[src/rtl/lsu_pkg.sv]
// Shared access-type codes, sign codes and FSM state type for the load/store unit.
package lsu_pkg;

    localparam logic [3:0] BYTE   = 4'b0001;
    localparam logic [3:0] HALF   = 4'b0011;
    localparam logic [3:0] WORD   = 4'b1111;

    localparam logic       SIGN   = 1'b0;
    localparam logic       UNSIGN = 1'b1;

    typedef enum logic [1:0] {
        IDLE,
        BEAT0,
        BEAT1,
        RESP
    } lsu_state_e;

    // Any code outside the three legal ones behaves as a full-word access.
    function automatic logic [3:0] normType(input logic [3:0] t);
        logic [3:0] r;
        if ((t == BYTE) || (t == HALF)) r = t;
        else                            r = WORD;
        return r;
    endfunction

    function automatic logic crossesWord(input logic [3:0] t, input logic [1:0] off);
        return ((t == HALF) && (off == 2'd3)) || ((t == WORD) && (off != 2'd0));
    endfunction

endpackage

[src/rtl/lsu_load_extend.sv]
// Right-aligns load bytes from a {hi,lo} word pair by byte offset, then sign/zero-extends per access type.
module lsu_load_extend
    import lsu_pkg::*;
#(
    parameter int DATAWIDTH = 32
) (
    input  logic [DATAWIDTH-1:0] lo_i,
    input  logic [DATAWIDTH-1:0] hi_i,
    input  logic [1:0]           off_i,
    input  logic [3:0]           type_i,
    input  logic                 sign_i,
    output logic [DATAWIDTH-1:0] data_o
);

    logic [DATAWIDTH-1:0] raw;

    always_comb begin
        raw = DATAWIDTH'({hi_i, lo_i} >> {off_i, 3'b000});
        case (type_i)
            BYTE:    data_o = {{(DATAWIDTH-8){~sign_i & raw[7]}}, raw[7:0]};
            HALF:    data_o = {{(DATAWIDTH-16){~sign_i & raw[15]}}, raw[15:0]};
            default: data_o = raw;
        endcase
    end

endmodule

[src/rtl/lsu_mem_access.sv]
// Load/store unit between MEM stage and a word-wide byte-strobed memory port.
// Macro LSU_MISALIGN_SPLIT_EN: word-crossing accesses split into two beats; otherwise they are rejected with resp_err.
module lsu_mem_access
    import lsu_pkg::*;
#(
    parameter int ADDRWIDTH     = 32,
    parameter int DATAWIDTH     = 32,
    parameter int WORDTYPEWIDTH = 4
) (
    input  logic                     clk,
    input  logic                     rst,
    input  logic                     req_valid,
    output logic                     req_ready,
    input  logic                     req_write,
    input  logic [ADDRWIDTH-1:0]     req_addr,
    input  logic [DATAWIDTH-1:0]     req_wdata,
    input  logic [WORDTYPEWIDTH-1:0] req_type,
    input  logic                     req_sign,
    output logic                     resp_valid,
    output logic [DATAWIDTH-1:0]     resp_rdata,
    output logic                     resp_err,
    output logic                     mem_en,
    output logic [3:0]               mem_we,
    output logic [ADDRWIDTH-1:0]     mem_addr,
    output logic [DATAWIDTH-1:0]     mem_wdata,
    input  logic [DATAWIDTH-1:0]     mem_rdata,
    input  logic                     mem_ready
);

`ifdef LSU_MISALIGN_SPLIT_EN
    localparam int MASKW = 8;
`else
    localparam int MASKW = 4;
`endif

    lsu_state_e           state_q, state_d;
    logic                 write_q;
    logic [ADDRWIDTH-1:0] addr_q;
    logic [DATAWIDTH-1:0] wdata_q;
    logic [3:0]           type_q;
    logic                 sign_q;
    logic                 err_q;
    logic [MASKW-1:0]     mask_q;
    logic [DATAWIDTH-1:0] lo_q;

    logic                 accept;
    logic [3:0]           reqType;
    logic [MASKW-1:0]     reqMask;
    logic                 errNext;
    logic [1:0]           off;
    logic [ADDRWIDTH-1:0] wordAddr;
    logic [DATAWIDTH-1:0] hiWord;
    logic [DATAWIDTH-1:0] loadData;

    assign reqType  = normType(req_type);
    assign reqMask  = MASKW'({4'b0000, reqType} << req_addr[1:0]);
    assign accept   = req_valid && (state_q == IDLE);
    assign off      = addr_q[1:0];
    assign wordAddr = {addr_q[ADDRWIDTH-1:2], 2'b00};

`ifdef LSU_MISALIGN_SPLIT_EN
    logic [DATAWIDTH-1:0] hi_q;

    assign errNext = 1'b0;
    assign hiWord  = hi_q;

    always_ff @(posedge clk) begin
        if (rst) begin
            hi_q <= '0;
        end else if (accept) begin
            hi_q <= '0;
        end else if ((state_q == BEAT1) && mem_ready) begin
            hi_q <= mem_rdata;
        end
    end
`else
    assign errNext = crossesWord(reqType, req_addr[1:0]);
    assign hiWord  = '0;
`endif

    always_ff @(posedge clk) begin
        if (rst) begin
            state_q <= IDLE;
            write_q <= 1'b0;
            addr_q  <= '0;
            wdata_q <= '0;
            type_q  <= '0;
            sign_q  <= 1'b0;
            err_q   <= 1'b0;
            mask_q  <= '0;
            lo_q    <= '0;
        end else begin
            state_q <= state_d;
            if (accept) begin
                write_q <= req_write;
                addr_q  <= req_addr;
                wdata_q <= req_wdata;
                type_q  <= reqType;
                sign_q  <= req_sign;
                err_q   <= errNext;
                mask_q  <= reqMask;
            end
            if ((state_q == BEAT0) && mem_ready) begin
                lo_q <= mem_rdata;
            end
        end
    end

    lsu_load_extend #(
        .DATAWIDTH(DATAWIDTH)
    ) u_extend (
        .lo_i   (lo_q),
        .hi_i   (hiWord),
        .off_i  (off),
        .type_i (type_q),
        .sign_i (sign_q),
        .data_o (loadData)
    );

    // Beat outputs are held from registered request fields so they stay stable across memory stalls.
    always_comb begin
        state_d    = state_q;
        req_ready  = 1'b0;
        resp_valid = 1'b0;
        resp_rdata = '0;
        resp_err   = 1'b0;
        mem_en     = 1'b0;
        mem_we     = 4'b0000;
        mem_addr   = '0;
        mem_wdata  = '0;
        case (state_q)
            IDLE: begin
                req_ready = 1'b1;
                if (req_valid) begin
                    state_d = errNext ? RESP : BEAT0;
                end
            end
            BEAT0: begin
                mem_en    = 1'b1;
                mem_addr  = wordAddr;
                mem_we    = write_q ? mask_q[3:0] : 4'b0000;
                mem_wdata = wdata_q << {off, 3'b000};
                if (mem_ready) begin
`ifdef LSU_MISALIGN_SPLIT_EN
                    state_d = (mask_q[7:4] != 4'b0000) ? BEAT1 : RESP;
`else
                    state_d = RESP;
`endif
                end
            end
`ifdef LSU_MISALIGN_SPLIT_EN
            BEAT1: begin
                mem_en    = 1'b1;
                mem_addr  = wordAddr + ADDRWIDTH'(4);
                mem_we    = write_q ? mask_q[7:4] : 4'b0000;
                mem_wdata = wdata_q >> (6'd32 - {1'b0, off, 3'b000});
                if (mem_ready) begin
                    state_d = RESP;
                end
            end
`endif
            RESP: begin
                resp_valid = 1'b1;
                resp_err   = err_q;
                resp_rdata = (write_q || err_q) ? '0 : loadData;
                state_d    = IDLE;
            end
            default: begin
                state_d = IDLE;
            end
        endcase
    end

endmodule
[config.mk]
export PLATFORM = sky130hd
export DESIGN_NAME = lsu_mem_access
export DESIGN_NICKNAME = d
export VERILOG_FILES = /design/src/rtl/lsu_pkg.sv /design/src/rtl/lsu_load_extend.sv /design/src/rtl/lsu_mem_access.sv
export SDC_FILE = /design/constraint.sdc
export NUM_CORES = 1
export LEC_CHECK = 0
export ABC_CLOCK_PERIOD_IN_PS = 2200
export BUFFER_PORTS_ARGS = -buffer_cell sky130_fd_sc_hd__buf_4
export CORE_MARGIN = 1.5
export CORE_UTILIZATION = 30
export DETAILED_ROUTE_END_ITERATION = 12
export PLACE_DENSITY_LB_ADDON = 0.2
export SETUP_SLACK_MARGIN = 0.5
export SYNTH_ARGS = -nofsm -noshare
export SYNTH_HDL_FRONTEND = slang
export SYNTH_HIERARCHICAL = 1
export SYNTH_SLANG_ARGS = --single-unit
[constraint.sdc]
create_clock -name clk -period 2.2 [get_ports clk]
set_clock_uncertainty 0.15 [all_clocks]
set_input_delay 0.11 -clock clk [delete_from_list [all_inputs] [get_ports clk]]
set_output_delay 0.11 -clock clk [all_outputs]
set_load 0.05 [all_outputs]
Word-level counts from Yosys, hierarchy flattened
Cells that the tools add are included.
- register bits: 109
- input port bits: 106
- output and inout port bits: 104
- word-level logic and storage cells: 52
- equal/unequal tests: 11
- shift operators: 3
- muxes and demuxes: 16
- bitwise logic cells: 3
- reduce and logical (&&, ||, !) cells: 10
- operators by type and width (cell ; number):
    32-bit two-way mux ; 4
    32-bit one-hot mux with 2 select lines ; 1
    32-bit by 5-bit << shifter with 32-bit output ; 1
    32-bit by 5-bit right shift with 32-bit output ; 1
    4-bit by 2-bit equality test with 1-bit output (second input constant) ; 3
    4-bit two-way mux ; 3
    4-bit by 1-bit equality test with 1-bit output (second input constant) ; 2
    2-bit two-way mux ; 3
    2-bit equality test (second input constant) ; 2
    4-bit equality test (second input constant) ; 1
    1-bit logical AND ; 4
    1-bit two-way mux ; 4
    2-bit inequality test (second input constant) ; 2
    2-bit one-hot mux with 2 select lines ; 1
    4-bit by 2-bit << shifter with 4-bit output ; 1
    1-bit logical OR ; 3
    1-bit bitwise AND ; 2
    2-bit by 1-bit equality test with 1-bit output (second input constant) ; 1
    2-bit logical NOT ; 1
    2-bit AND reduction ; 1
    2-bit nonzero test ; 1
    1-bit inverter ; 1

Depth between registers and ports, before layout
Gate-level depths: netlist of run 1.
- depth in word-level cells: 9
- mapped depth: 7
- mapped depth without buffers: 4

By module
The synthesis of run 1 kept the hierarchy.
- modules (own cells, without submodules) (module ; times used ; cells each ; area an instance (µm²) ; seq. area each (µm²)):
    lsu_mem_access ; 1 ; 644 ; 4878.4 ; 2182.1
    lsu_load_extend ; 1 ; 124 ; 1191.1 ; 0.0

Least setup slack after synthesis of run 1
Ideal clock, no wire load.
- path type: register -> output
- start: register addr_q[1]
- end: output port mem_wdata[24]
- data arrival time: 2.068 ns
- required time: 1.940 ns
- setup slack: -0.128 ns
- cell stages (with the launch flop): 5
- buffers on the path: 2
- cell sequence: dfxtp_1 > buf_2 > buf_2 > mux2i_1 > a211oi_1
- cells in the longest elaborated chain, start to end: 2
- ends and longest elaborated chain (item ; line ; RTL):
    start, declared ; lsu_mem_access.sv:38 ; logic [ADDRWIDTH-1:0] addr_q;
    start signal, assigned ; lsu_mem_access.sv:96 ; addr_q <= req_addr;
    32-bit by 5-bit << shifter with 32-bit output ; lsu_mem_access.sv:142 ; mem_wdata = wdata_q << {off, 3'b000};
    32-bit two-way mux ; lsu_mem_access.sv:131 ; case (state_q)
    end, declared ; lsu_mem_access.sv:25 ; output logic [DATAWIDTH-1:0] mem_wdata,
No other way between the ends.

Final worst setup path of run 1
- start: register addr_q[1]
- end: output port resp_rdata[16]
- cells in the longest elaborated chain, start to end: 5
- elaborated cells on any way between the ends: 6
- classes of those cells: shift: 1; mux: 3; bitwise: 2
- ends and longest elaborated chain (item ; line ; RTL):
    32-bit by 5-bit right shift with 32-bit output (*) ; lsu_load_extend.sv:18 ; raw = DATAWIDTH'({hi_i, lo_i} >> {off_i, 3'b000});
    1-bit bitwise AND (on tied branches) ; lsu_load_extend.sv:21, lsu_load_extend.sv:20 ;
    32-bit one-hot mux with 2 select lines (*) ; lsu_load_extend.sv:19 ; case (type_i)
    net loadData[16] ; lsu_mem_access.sv:53 ; logic [DATAWIDTH-1:0] loadData;
    32-bit two-way mux (*) ; lsu_mem_access.sv:165 ; resp_rdata = (write_q || err_q) ? '0 : loadData;
    32-bit two-way mux (*) ; lsu_mem_access.sv:131 ;
    end, declared ; lsu_mem_access.sv:20 ; output logic [DATAWIDTH-1:0] resp_rdata,
The timed path passes the listed nets; every way through them passes the cells marked *.

==> results.md, run 1 <==
* Post-Route WL at 24300 microns
* Setup ws final at -0.0208 ns
* Syn_area_per_cell at 7.90 sq um
* Worst hold path endpoint: err_q$_SDFFE_PP0P_
* Max VDD drop at 0.000465 V
* Routed via count at 6710
* Initial antenna violation count at 2
* Layout cells sized above 1 at 49.2%
* Max-cap violations at 0
* Worst Hold Class: input pin to flip-flop
* Slew margin rel. at 54.3%
* Max Freq at 450 MHz
* Prevailing post-synth register cell: dfxtp_1
* Post-synth EDFFs at 0
* R2r setup slk at 0.47 ns
* Seq cells post-synth at 109
* Site row count at 51
* Clock Sinks at 109
* CTS Buf Count at 9
* GRT Total Usage at 21.6%
* Root Buffer: clkbuf_16
* Deepest clock path buffer count at 2
* CTS clk-pin slew, worst paths at 0.08 ns
* P&R area growth vs syn at 93.2%
* Non-filler instance count after layout at 1408
* Final Util at 59.7%
* Setup crit start kind: flip-flop
* Post-synth cell types at 46
* Die width at 145 microns
* Router iterations before antenna repair at 4
* Status: complete, but fails checks
* Final ANT Viol Nets at 0
* Pin count of the biggest net entering global routing at 48
* IO Pins at 210
* Setup violators final at 1
* Synth top area share at 36.0%
* Core area at 19700 sq um
* Unrepaired setup endpoints after global routing: true
* Worst Hold Depth at 4
* Startpoint of the worst hold path: req_type[2]
* First-pass GRT wire length at 36300 microns
* Pre-CTS WS at 0.255 ns
* Cells after synthesis at 768
* Mapped cell area at 6070 sq um
* Vias in the first global route at 6563
* Slew Viols, Final at 0
* CTS tree: yes
* Initial drt markers at 266
* Avg WL per Cell at 17.2 microns
* Pleak at 4.81 nW
* Pwr Density at 501 nW/um^2
* Clk_lat worst skew at 0.36 ns
* Die area at 21100 sq um
* Slew at the pin closest to its max-slew limit at 0.685 ns
* Initial Util at 30.9%
* Total grt overflow at 0
* R2R Path End: wdata_q[5]$_SDFFE_PP0P_
* Tcrit/Tclk final at 101%
* Async SR Flop Fraction at 0%
* Crit Reg-Reg Startpoint: state_q[1]$_SDFFE_PP0P_
* Crit path arrival time at 1.96 ns
* Worst-path maximum fanout at 16
* Final period demand of the worst path at 2.22 ns
* R2R depth at 6
* Inst Count DP at 1246
* CP required at 1.94 ns
* CP Capture Type: output port
* Post-synthesis sequential area ratio at 36.0%
* Largest area contributor in the synthesized netlist: dfxtp_1
* Ys Warns at 6
* GPL Wtd Cong at 0.795
* Failing checks: negative setup slack
* Die Height at 145 microns
* Hold_ws at 0.109 ns
* DR vias/cell at 4.77
* CP Class: flip-flop to output port
* Fin Setup TNS at -0.0208 ns
* Ranking of synthesized cells by area: dfxtp_1 36%, nand2_1 13%, a21oi_1 8.5%, and2_1 7.4%, mux4_2 5.6%
* Final hold violations at 0
* DRC at 0
* Nets at 1242
* Post-DP HPWL at 14300 microns
* I/O Buffers at 207
* Max H-tree Level at 3
==> area by class of cell <==
class | instances | area (sq um)
Inverter | 18 | 75.1
Tap cell | 265 | 332
Clock inverter | 7 | 57.6
Timing Repair Buffer | 375 | 4270
Multi-Input combinational cell | 623 | 4570
Sequential cell | 109 | 2200
Antenna cell | 2 | 5.00
Clock buffer | 9 | 225
Fill cell | 1741 | 7930
==> placed cells by master (no fill, tap or decap), types with 26 or more instances in the layout <==
| master | Yosys | final |
|---|---|---|
| buf_4 | 9 | 132 |
| buf_6 | 5 | 44 |
| nand2_4 | 0 | 26 |
| a21oi_2 | 1 | 39 |
| and2_4 | 0 | 70 |
| conb_1 | 1 | 49 |
| a21oi_1 | 103 | 65 |
| dlygate4sd3_1 | 0 | 99 |
| nand2_1 | 209 | 164 |
| buf_8 | 0 | 67 |
| dfxtp_1 | 109 | 105 |
==> Yosys cell counts, drive strengths merged, types with 2 or more instances <==
cell type and number:
nand2 209, dfxtp 109, a21oi 104, and2 72
buf 41, mux2i 32, clkbuf 27, nor2 25
inv 18, mux2 18, a211oi 17, o22ai 17
mux4 16, o21ai 16, nor2b 9, a2bb2oi 8
and3 5, nor3 4, nor3b 3, or3b 3
o311ai 2, or2 2
==> metal layers <==
layer | part of all wire [%] | vias to the layer above | GRT usage [%]
met5 | 0 | - | 0
met4 | 1.7 | 0 | 5.41
li1 | - | 3286 | -
met3 | 6.5 | 26 | 6.04
met1 | 41 | 3196 | 26.1
met2 | 51 | 202 | 37.5
==> timing repair <==
| item | CTS | global route |
|---|---|---|
| setup endpoints to repair | 143 | 190 |
| resized for setup | 276 | 160 |
| endpoints found under the hold margin | 102 | 0 |
| pin swaps | 30 | 28 |
| cloned | 12 | 11 |
| hold buffers | 99 | 0 |
| setup buffers | 14 | 8 |
==> critical path, cell delays in order, from the launching register on <==
cell and delay, ns:
dfxtp_4 0.43, mux2_4 0.33, o311ai_4 0.22, buf_6 0.21, o22ai_1 0.10, and2_2 0.17
buf_6 0.15
==> metrics by stage <==
step | total power, mW | cell area (sq um)
3_3_place_gp | 3.52 | 8260
6_report | 5.88 | 11700
2_1_floorplan | 3.10 | 6470
4_1_cts | 5.65 | 10900
5_1_grt | 6.16 | 11700
3_5_place_dp | 3.53 | 8260
==> registers in the layout (all words and copies together) (netlist names) <==
name     flops
write_q      1
mask_q       4
wdata_q     32
state_q      2
sign_q       1
lo_q        32
type_q       4
addr_q      32
err_q        1
==> where the power goes <==
group          internal [mW]  switching, mW  total, mW
Clock                  0.788          0.815       1.60
Combinational           1.04          0.979       2.02
Sequential              2.10          0.154       2.26
Total                   3.93           1.95       5.88
==> cell families after synthesis <==
| group | Yosys count | share of synthesized area (%) |
|---|---|---|
| simple gates | 338 | 26.1 |
| xor+xnor | 1 | 0.144 |
| buf+inv | 86 | 6.99 |
| compound gates | 167 | 16.0 |
| other cells | 1 | 0.0618 |
| mux | 66 | 14.7 |
| flops | 109 | 36.0 |
==> worst max path at each step <==
stage	start	endpoint	slack, ns	cells past startpoint
CTS	addr_q[1]$_SDFFE_PP0P_	mem_wdata[1]	-0.05	5
global route	addr_q[1]$_SDFFE_PP0P_	resp_rdata[16]	-0.07	6
detailed placement	addr_q[1]$_SDFFE_PP0P_	resp_rdata[16]	0.26	6
floorplan	addr_q[1]$_SDFFE_PP0P_	mem_wdata[21]	0.31	5
finish	addr_q[1]$_SDFFE_PP0P_	resp_rdata[16]	-0.02	6
global placement	addr_q[1]$_SDFFE_PP0P_	resp_rdata[12]	0.27	6
No activity file was read; power rests on OpenSTA's default activity.
==> run 2, diff against run 1 <==
--- a/config.mk
+++ b/config.mk
@@ -7,10 +7,9 @@
 export LEC_CHECK = 0
 export ABC_CLOCK_PERIOD_IN_PS = 2200
 export BUFFER_PORTS_ARGS = -buffer_cell sky130_fd_sc_hd__buf_4
-export CORE_MARGIN = 1.5
 export CORE_UTILIZATION = 30
 export DETAILED_ROUTE_END_ITERATION = 12
-export PLACE_DENSITY_LB_ADDON = 0.2
+export PLACE_DENSITY = 0.59
 export SETUP_SLACK_MARGIN = 0.5
 export SYNTH_ARGS = -nofsm -noshare
 export SYNTH_HDL_FRONTEND = slang
==> run 2 against run 1 <==
- clock-buffer cell count stayed put
- the run still ends with negative setup slack left
- highest routed layer unchanged
- cell count is 0.99% lower
- combinational power is 8% lower
- non-clock buffer count is 9 lower
- register-to-register slack better by 0.11 ns
- worst setup slack better by 0.0012 ns
- total power is 1.5% lower
- global-route usage is 0.53 points higher
- worst hold slack worse by 0.0064 ns
==> results.md, run 2 (synthesis gave the netlist of run 1 again) <==
* Ant diodes at 0 (-2)
* Root Buffer: clkbuf_16
* Setup violators final at 6 (+5)
* Vias in the first global route at 6540 (-0.35%)
* Final hold violations at 0 (unchanged)
* Crit path arrival time at 1.96 ns (about the same)
* R2R depth at 6 (unchanged)
* Final ANT Viol Nets at 0 (unchanged)
* Initial drt markers at 279 (+4.9%)
* Post-Route WL at 23800 microns (-1.8%)
* CP required at 1.94 ns (about the same)
* Finished layout cell area at 11200 sq um (-4.6%)
* R2r setup slk at 0.58 ns (+0.11 ns)
* Die Height at 144 microns (-0.69%)
* Non-filler instance count after layout at 1394 (-0.99%)
* DR vias/cell at 4.79 (+0.49%)
* Crit Reg-Reg Startpoint: state_q[1]$_SDFFE_PP0P_
* Initial antenna violation count at 0 (-2)
* Nets at 1231 (-0.89%)
* Status: complete, but fails checks
* Pleak at 4.50 nW (-6.4%)
* Final period demand of the worst path at 2.22 ns (-0.00119 ns)
* CP Class: flip-flop to output port
* Pin count of the biggest net entering global routing at 63 (+31%)
* Worst-path maximum fanout at 16 (unchanged)
* GRT Total Usage at 22.1% (+0.53 points)
* Unrepaired setup endpoints after global routing: true
* CP Capture Type: output port
* Max Freq at 451 MHz (about the same)
* Layout cells sized above 1 at 41.1% (-8.1 points)
* Site row count at 51 (unchanged)
* CTS tree: yes
* P&R area growth vs syn at 84.3%
* Inst Count DP at 1242 (-0.32%)
* CTS Buf Count at 9 (unchanged)
* DRC at 0 (unchanged)
* Total grt overflow at 0 (unchanged)
* Worst Hold Depth at 4 (unchanged)
* Clk_lat worst skew at 0.36 ns (about the same)
* Critical path startpoint: addr_q[1]$_SDFFE_PP0P_
* Tcrit/Tclk final at 101% (about the same)
* Core area at 19700 sq um (unchanged)
* Die width at 144 microns (-0.69%)
* Largest registers: addr_q: 32 flops, lo_q: 32 flops, wdata_q: 32 flops
* IO Pins at 210 (unchanged)
* Routed via count at 6676 (-0.51%)
* Setup ws final at -0.0196 ns (+0.00119 ns)
* Most frequent cells in the layout: 208 x nand2_1, 143 x buf_4, 105 x dfxtp_1, 103 x a21oi_1, 101 x dlygate4sd3_1
* Pwr Density at 517 nW/um^2 (+3.2%)
* Fillcell total at 1721 (-1.1%)
* Clock Sinks at 109 (unchanged)
* I/O Buffers at 207 (unchanged)
* Pwr Total at 5.79 mW (-1.5%)
* Initial Util at 30.9% (unchanged)
* Die area at 20800 sq um (-1.4%)
* Max-cap violations at 0 (unchanged)
* Post-DP HPWL at 13800 microns (-3.4%)
* Max H-tree Level at 3 (unchanged)
* CTS clk-pin slew, worst paths at 0.08 ns (about the same)
* Worst Hold Class: input pin to flip-flop
* Deepest clock path buffer count at 2 (unchanged)
* Hold_ws at 0.103 ns (-0.00642 ns)
* Fin Setup TNS at -0.0865 ns (-0.0657 ns)
* R2R Path End: wdata_q[3]$_SDFFE_PP0P_
* Router iterations before antenna repair at 7 (+3)
* Failing checks: negative setup slack
* Crit path to: resp_rdata[16]
* Max VDD drop at 0.000447 V (-3.9%)
* Avg WL per Cell at 17.1 microns (-0.82%)
* DP Area at 8230 sq um (-0.36%)
* GPL Wtd Cong at 0.836 (+5.1%)
* Commonest non-fill, non-tap cell in the layout: nand2_1
* Setup crit start kind: flip-flop
* First-pass GRT wire length at 35100 microns (-3.3%)
* Slew Viols, Final at 0 (unchanged)
==> run 2: changes by cell type in the layout (fill, tap and decap cells not counted), moves of 11 or more <==
cell     previous run  this run
a21oi_2            39         1
buf_6              44        31
nand2_1           164       208
nand2_2            19         1
nand2_4            26         0
a21oi_1            65       103
buf_4             132       143
==> run 2: final cells by class <==
class	instances	area (sq um)	share of cell area, %
Clock inverter	6	70.1	0.626
Multi-Input combinational cell	621	4280	38.2
Clock buffer	9	225	2.01
Timing Repair Buffer	366	4010	35.8
Tap cell	265	332	2.96
Sequential cell	109	2200	19.6
Inverter	18	80.1	0.716
==> run 2: how the worst min path moves through the flow <==
| stage | startpoint | to | slack [ns] |
|---|---|---|---|
| 3_5_place_dp | req_addr[17] | addr_q[17]$_SDFFE_PP0P_ | 0.22 |
| 3_3_place_gp | req_addr[24] | addr_q[24]$_SDFFE_PP0P_ | 0.21 |
| 5_1_grt | req_type[3] | type_q[1]$_SDFFE_PP0P_ | 0.12 |
| 2_1_floorplan | req_addr[1] | addr_q[1]$_SDFFE_PP0P_ | 0.09 |
| 6_report | req_type[3] | type_q[1]$_SDFFE_PP0P_ | 0.10 |
| 4_1_cts | req_type[3] | type_q[1]$_SDFFE_PP0P_ | 0.07 |
==> run 2: through the flow <==
| step | utilization [%] | setup slack (ns) |
|---|---|---|
| 2_1_floorplan | - | 0.312 |
| 3_3_place_gp | 41.9 | 0.276 |
| 3_5_place_dp | 41.9 | 0.228 |
| 4_1_cts | 54.6 | -0.0304 |
| 5_1_grt | 56.9 | -0.0954 |
| 6_report | 56.9 | -0.0196 |
==> run 2: what timing repair did <==
action | CTS | global route
hold endpoints to repair | 103 | 0
resized for setup | 230 | 78
gates cloned | 8 | 5
buffers inserted | 14 | 9
hold buffers | 101 | 0
pin swaps | 24 | 23
setup endpoints to repair | 163 | 154
==> run 2: per-layer routing <==
layer	GRT usage (%)	wire length [microns]
met1	26.6	9740
met4	7.20	549
met3	6.23	1430
met5	0	0
met2	37.8	12100
==> run 2: critical path: stages, from the launching register on <==
cell and delay, ns:
dfxtp_4 0.43, mux2_4 0.33, o311ai_4 0.22, buf_6 0.20, o22ai_1 0.10, and2_2 0.18
buf_6 0.15
==> run 2: power breakdown <==
part	switching [mW]	leakage (nW)	total [mW]	internal, mW
clock	0.803	0.140	1.69	0.889
sequential	0.139	0.895	2.24	2.10
combinational	0.918	3.47	1.85	0.935
total	1.86	4.50	5.79	3.93
